File: config.mk
export PLATFORM = sky130hd
export DESIGN_NAME = sshled_scan_ctrl
export DESIGN_NICKNAME = d
export VERILOG_FILES = /design/src/rtl/sshled_scan_ctrl.sv
export SDC_FILE = /design/constraint.sdc
export NUM_CORES = 1
export LEC_CHECK = 0
export CORE_MARGIN = 5
export CORE_UTILIZATION = 47
export DETAILED_ROUTE_END_ITERATION = 12
export GPL_ROUTABILITY_DRIVEN = 0
export PLACE_DENSITY = 0.72
export SLEW_MARGIN = 30
export SYNTH_ARGS = -nofsm -noshare
export SYNTH_HDL_FRONTEND = slang
export SYNTH_SLANG_ARGS = --single-unit
File: constraint.sdc
create_clock -name iClk -period 2.6 [get_ports iClk]
set_input_delay 0.78 -clock iClk [delete_from_list [all_inputs] [get_ports iClk]]
set_output_delay 0.78 -clock iClk [all_outputs]
set_load 0.02 [all_outputs]
File: src/rtl/sshled_scan_ctrl.sv
// Scan controller for a bank of multiplexed hex seven-segment digits sharing one segment bus.
// Values are double-buffered and only swap at frame boundaries so a frame is never torn.
module sshled_scan_ctrl #(
   parameter int DIGITS    = 4,
   parameter int SCAN_DIV  = 1000,
   parameter int BLANK_CYC = 1
) (
   input  logic                  iClk,
   input  logic                  iRst,
   input  logic [4*DIGITS-1:0]   iValue,
   input  logic [DIGITS-1:0]     iDP,
   input  logic                  iLoad,
   input  logic                  iBlankLZ,
   input  logic                  iEnable,
   output logic [6:0]            oSeg,
   output logic                  oDP,
   output logic [DIGITS-1:0]     oDigit,
   output logic                  oFrame
);

   localparam int CNT_W = $clog2(SCAN_DIV);
   localparam int IDX_W = (DIGITS > 1) ? $clog2(DIGITS) : 1;
   localparam logic [CNT_W-1:0] CNT_LAST = CNT_W'(SCAN_DIV - 1);
   localparam logic [IDX_W-1:0] IDX_LAST = IDX_W'(DIGITS - 1);

   logic [CNT_W-1:0]    cnt;
   logic [IDX_W-1:0]    idx;
   logic                slotEnd;
   logic                frameEnd;

   logic [4*DIGITS-1:0] pendVal;
   logic [DIGITS-1:0]   pendDp;
   logic                pendFlag;
   logic [4*DIGITS-1:0] dispVal;
   logic [DIGITS-1:0]   dispDp;

   logic [3:0]          curNib;
   logic                curDp;
   logic                curSupp;
   logic                zeroAbove;
   logic                inBlank;

   logic [6:0]          segNext;
   logic                dpNext;
   logic [DIGITS-1:0]   digNext;

   function automatic logic [6:0] glyph(input logic [3:0] nib);
      logic [6:0] code;
      case (nib)
         4'h0:    code = 7'h3F;
         4'h1:    code = 7'h06;
         4'h2:    code = 7'h5B;
         4'h3:    code = 7'h4F;
         4'h4:    code = 7'h66;
         4'h5:    code = 7'h6D;
         4'h6:    code = 7'h7D;
         4'h7:    code = 7'h07;
         4'h8:    code = 7'h7F;
         4'h9:    code = 7'h67;
         4'hA:    code = 7'h77;
         4'hB:    code = 7'h7C;
         4'hC:    code = 7'h39;
         4'hD:    code = 7'h5E;
         4'hE:    code = 7'h79;
         default: code = 7'h71;
      endcase
      return code;
   endfunction

   assign slotEnd  = (cnt == CNT_LAST);
   assign frameEnd = slotEnd && (idx == IDX_LAST);

   always_ff @(posedge iClk) begin
      if (iRst) begin
         cnt <= '0;
         idx <= '0;
      end else if (slotEnd) begin
         cnt <= '0;
         idx <= (idx == IDX_LAST) ? '0 : idx + 1'b1;
      end else begin
         cnt <= cnt + 1'b1;
      end
   end

   // A load landing on the boundary cycle still leaves the flag set, so it commits one frame later.
   always_ff @(posedge iClk) begin
      if (iRst) begin
         pendVal  <= '0;
         pendDp   <= '0;
         pendFlag <= 1'b0;
         dispVal  <= '0;
         dispDp   <= '0;
      end else begin
         if (frameEnd && pendFlag) begin
            dispVal <= pendVal;
            dispDp  <= pendDp;
         end
         if (iLoad) begin
            pendVal  <= iValue;
            pendDp   <= iDP;
            pendFlag <= 1'b1;
         end else if (frameEnd) begin
            pendFlag <= 1'b0;
         end
      end
   end

   // Walk from the most significant digit down so zeroAbove covers this nibble and all higher ones.
   always_comb begin
      curNib    = 4'h0;
      curDp     = 1'b0;
      curSupp   = 1'b0;
      zeroAbove = 1'b1;
      for (int k = DIGITS - 1; k >= 0; k--) begin
         zeroAbove = zeroAbove && (dispVal[4*k +: 4] == 4'h0);
         if (idx == IDX_W'(k)) begin
            curNib  = dispVal[4*k +: 4];
            curDp   = dispDp[k];
            curSupp = iBlankLZ && zeroAbove && (k != 0);
         end
      end
   end

   assign inBlank = (int'(cnt) < BLANK_CYC);

   always_comb begin
      segNext = 7'h7F;
      dpNext  = 1'b1;
      digNext = '1;
      if (iEnable && !inBlank && !curSupp) begin
         segNext = ~glyph(curNib);
         dpNext  = ~curDp;
         for (int k = 0; k < DIGITS; k++) begin
            digNext[k] = (idx != IDX_W'(k));
         end
      end
   end

   always_ff @(posedge iClk) begin
      if (iRst) begin
         oSeg   <= 7'h7F;
         oDP    <= 1'b1;
         oDigit <= '1;
         oFrame <= 1'b0;
      end else begin
         oSeg   <= segNext;
         oDP    <= dpNext;
         oDigit <= digNext;
         oFrame <= frameEnd;
      end
   end

endmodule
# == Word-level counts from Yosys, hierarchy flattened ==
# Memories as Yosys holds them, arrays and structs flattened.
# Index checks and enable logic that the tools add are counted.
# word_totals
n_memories,1
elab_cells,60
in_bits,25
romBits,112
regBits,66
# mem_list
memory,depth,width,read_ports,rd_clocked_by_memory_dff,wr,line_no,text
(no name shown),16,7,1,0,0,49,case (nib)
# classes
eq_ne,7
order_cmp,1
add_sub_neg,2
mux,16
reduce_logical,19
bitwise,3
# op_table
cell,n
4-bit 2-to-1 mux,4
4-bit logical NOT,3
"10-bit by 1-bit adder with 10-bit output, second input constant",1
"10-bit == test, second input constant",1
"10-bit by 1-bit < comparator with 1-bit output, second input constant",1
1-bit 2-to-1 mux,10
1-bit logical AND,9
7-bit 2-to-1 mux,1
7-bit inverter,1
"2-bit == test, second input constant",2
"2-bit inequality test, second input constant",2
2-bit nonzero test,2
2-bit OR reduction,2
"2-bit by 1-bit adder with 2-bit output, second input constant",1
"2-bit by 1-bit == test with 1-bit output, second input constant",1
1-bit logical NOT,2
2-bit logical NOT,1
2-bit 2-to-1 mux,1
"2-bit by 1-bit inequality test with 1-bit output, second input constant",1
1-bit inverter,2

# == Depth between registers and ports, before layout ==
# depth
word_depth,10
mapped_depth,12
mapped_depth_nobuf,10

# == Worst setup path after synthesis ==
# OpenSTA, ideal clock, no wires.
# synth_path
kind,register to register
start,reg idx[0]
end,reg oSeg[3]
setup_slack_ns,-0.186
path_stages_with_launch,11
arrival_ns,2.647
path_buffers,2
t_required_ns,2.460
cell_sequence,dfxtp_1 -> inv_1 -> ha_1 -> buf_2 -> clkbuf_1 -> o311ai_0 -> inv_1 -> ha_1 -> mux2i_1 -> a21boi_0 -> o21ai_0
# synth_between
elab_chain_cells,9
elab_cells_between_ends,19
classes_between,eq/ne: 3; mux: 9; bitwise: 2; reduce/logical: 4; memory: 1
# synth_rtl
item,line_no,text
from (decl),27,logic [IDX_W-1:0] idx;
from (signal assigned),79,idx <= (idx == IDX_LAST) ? '0 : idx + 1'b1;
"parallel branches: the longest is 9 deep, another holds memory 16 x 7 bit",--,
to (signal assigned),146,oSeg <= segNext;
to (decl),15,"output logic [6:0] oSeg,"
# Parallel ways; which one is timed is not known. The select of a mux whose other input is x is not followed.
# A chain may end at the register's enable or synchronous reset.

# == Worst setup path in the final report ==
# layout_path
start,reg idx[1]
end,reg oSeg[3]
# The elaborated chain is that of the path after synthesis.

==> summary.md <==
| Metric | Value |
|---|---|
| Seq cells post-synth | 66 |
| CP startpoint kind | flip-flop |
| Reg clk slew, reported paths | about 0.070 ns |
| Share of cells above drive strength 1 | 0.0949 |
| Sequential area share after synthesis | 0.463 |
| Area leader, netlist | dfxtp_1 |
| Die height | 87.9 um |
| Total congestion overflow | 0 |
| CP arrival | 2.51 ns |
| EDFF count, synth | 0 |
| Initial DRC count | 125 |
| Setup CP Type | flip-flop to flip-flop |
| Pwr Density | 581 nW/um2 |
| Worst-path fanout max | 10 |
| Root buffer cell | clkbuf_8 |
| Cell at the slowest stage of the critical path | ha_1 |
| Hold buffers post-CTS | 0 |
| Hold Path Class | flip-flop to flip-flop |
| Core area | roughly 6000 um2 |
| Placement Setup Slack | -0.270 ns |
| Slew Limit Fails | 0 |
| Hold Slack | 0.456 ns |
| Min cycle time layout | 2.33 ns |
| Setup TNS | 0 ns |
| Fin cells | approximately 440 |
| CP required | 2.78 ns |
| Post-route ant nets | 0 |
| Reg-to-reg setup timing slack | 0.27 ns |
| RSZ-0062 raised after global routing | no |
| Number of vias per cell | 5.06 |
| # rows | 28 |
| Yosys top cell area share | 0.463 |
| Nets@finish | 401 |
| Final HPWL DP | ~4.1 mm |
| Final setup fails | 0 |
| Vias in the first global route | 2205 |
| Total number of vias | 2248 |
| Status | finished clean |
| Setup ws final | 0.271 ns |
| H-tree Lvls | 3 |
| Antenna diode count | 0 |
| Horiz. Die Dim | 87.9 um |
| Most frequent cell after synthesis | dfxtp_1 |
| YS warnings | 0 |
| Total power | 2050 uW |
| Setup Buffers After CTS | 0 |
| Area of the mapped netlist | 2860 um2 |
| Area delta synth->final | 23.5% |
| DRT Pass-1 Iters | 4 |
| Worst vdd ir | 0.401 mV |
| Slew margin rel. | 0.555 |
| Initial antenna violation count | 0 |
| Predominant post-synthesis flop cell | dfxtp_1 |
| Largest buffer count on any clock path | 2 |
| Detailed-route wire length | between 5 and 6 mm |
| Routed WL per cell | 12.5 um |
| # port buffers | 37 |
| CP Capture Type | flip-flop |
| Clk_skew | 0.00748 ns |
| Synth cell count leaders | dfxtp_1, nand2_1, nor2_1 |
| Post-Synthesis Net Count | 362 |
| Cells after Synth | 325 |
| Highest clock rate | 0.429 GHz |
| Ys async rst share | 0 |
| Count of different cell masters after synthesis | 39 |
| Top post-synthesis cells by area | dfxtp_1, mux2i_1, nand2_1 |
| Leakage | between 0.001 and 0.0015 uW |
| Worst-margin pin slew | 0.665 ns |
| Die ar. | 7730 um2 |
| Part of the cycle the worst path needs | 0.896 |
| Largest net degree at the start of global routing | 48 |
| First-pass GRT wire length | 9.85 mm |
| Fill count | around 540 |
| Drt drc | 0 |
| CTS tree | built |
| Final Hold Viols | 0 |
| Clock latency at the later pin of the worst-skew pair | 0.34 ns |
| Post-CTS sizing | 1 |
| Worst path cell trace | inv_1 -> ha_1 -> a211oi_1 -> o21ai_0 -> o311ai_1 -> inv_1 -> ha_1 -> mux2i_1 -> a21boi_0 -> o21ai_0 |
| Syn_area_per_cell | 8.79 um2 |
| Initial core utilization | 0.482 |
| Clk sinks | 66 |
| Max-cap violations | 0 |
| Num CTS Buffers | 9 |
| Dpl cells | about 430 |
| # IOs | 38 |
| Max incr delay on CP | roughly 0.38 ns |
| GRT Total Usage | 0.163 |
-- where the power goes --
part / switching (uW) / internal, uW
Sequential: 15.6 / 1040
Combinational: 60.0 / 75.6
Clock: 386 / 468
Total: 462 / 1590
-- placed cells by master, fill, tap and decap left out, types with 4 or more instances in the layout --
| cell type | Yosys | final |
|---|---|---|
| buf_4 | 0 | 11 |
| nand2_1 | 58 | 58 |
| clkdlybuf4s50_1 | 0 | 37 |
| nor2_1 | 43 | 43 |
| nand3b_1 | 4 | 4 |
| a21oi_1 | 27 | 27 |
| ha_1 | 12 | 10 |
| nand3_1 | 4 | 4 |
| inv_1 | 13 | 13 |
| and3_1 | 5 | 5 |
| dfxtp_1 | 66 | 66 |
| xnor2_1 | 6 | 6 |
| a211oi_1 | 4 | 4 |
| mux2i_1 | 24 | 24 |
| clkbuf_8 | 0 | 10 |
| o21ai_0 | 5 | 5 |
-- per-stage QoR --
step                area (um2)   util
floorplan                 2860      -
global route              3530  0.596
finish                    3530  0.596
global placement          3310  0.559
detailed placement        3310  0.559
CTS                       3520  0.595
-- state kept, by name, summed over array words and instances (netlist names), 2 cells and up --
name and flops:
oDigit 4, dispVal 16, idx 2, cnt 10, oSeg 7, pendDp 4, dispDp 4, pendVal 16
-- layer usage --
metal | track usage | vias to the layer above | routed length (um)
li1 | - | 1168 | -
met1 | 0.205 | 1024 | 2630
met2 | 0.257 | 42 | 2510
met3 | 0.0357 | 14 | 252
met4 | 0.0907 | 0 | 147
met5 | 0 | - | 0
-- final timing paths --
kind	from	end	cells after the start
worst max-delay path	idx[1]	oSeg[3]	10
worst min-delay path	pendVal[0]	dispVal[0]	2
worst min register to register	pendVal[0]	dispVal[0]	2
worst max register to register	idx[1]	oSeg[3]	10
-- layout make-up --
type | instances | area [um2] | area share
flip-flops and latches | 66 | 1320 | 0.375
repair buffers | 48 | 453 | 0.128
inverters | 13 | 48.8 | 0.0138
multi-input cells | 226 | 1410 | 0.399
clock buffers | 10 | 138 | 0.0390
well taps | 75 | 93.8 | 0.0266
clock inverters | 6 | 63.8 | 0.0181
-- cells by family (layout without fill, tap and decap cells) --
group,Yosys count,in the layout,synth area share
AOI/OAI and AO/OA,50,50,0.114
adders and majority gates,12,12,0.0526
DFF,66,66,0.463
xor gates and xnor gates,8,8,0.0245
and+or+nand+nor,132,132,0.213
muxes,24,24,0.0841
buffers and inverters,33,77,0.0491
-- worst max-delay path: cells and delay by family (launching register included) --
kind | cells | cell delay, ns
flip-flops | 1 | 0.36
multiplexers | 1 | 0.18
adder cells (fa/ha/maj) | 2 | 0.69
AO/OA/AOI/OAI | 5 | 0.74
buffers and inverters | 2 | 0.20
Power figures use the tool's default switching activity.
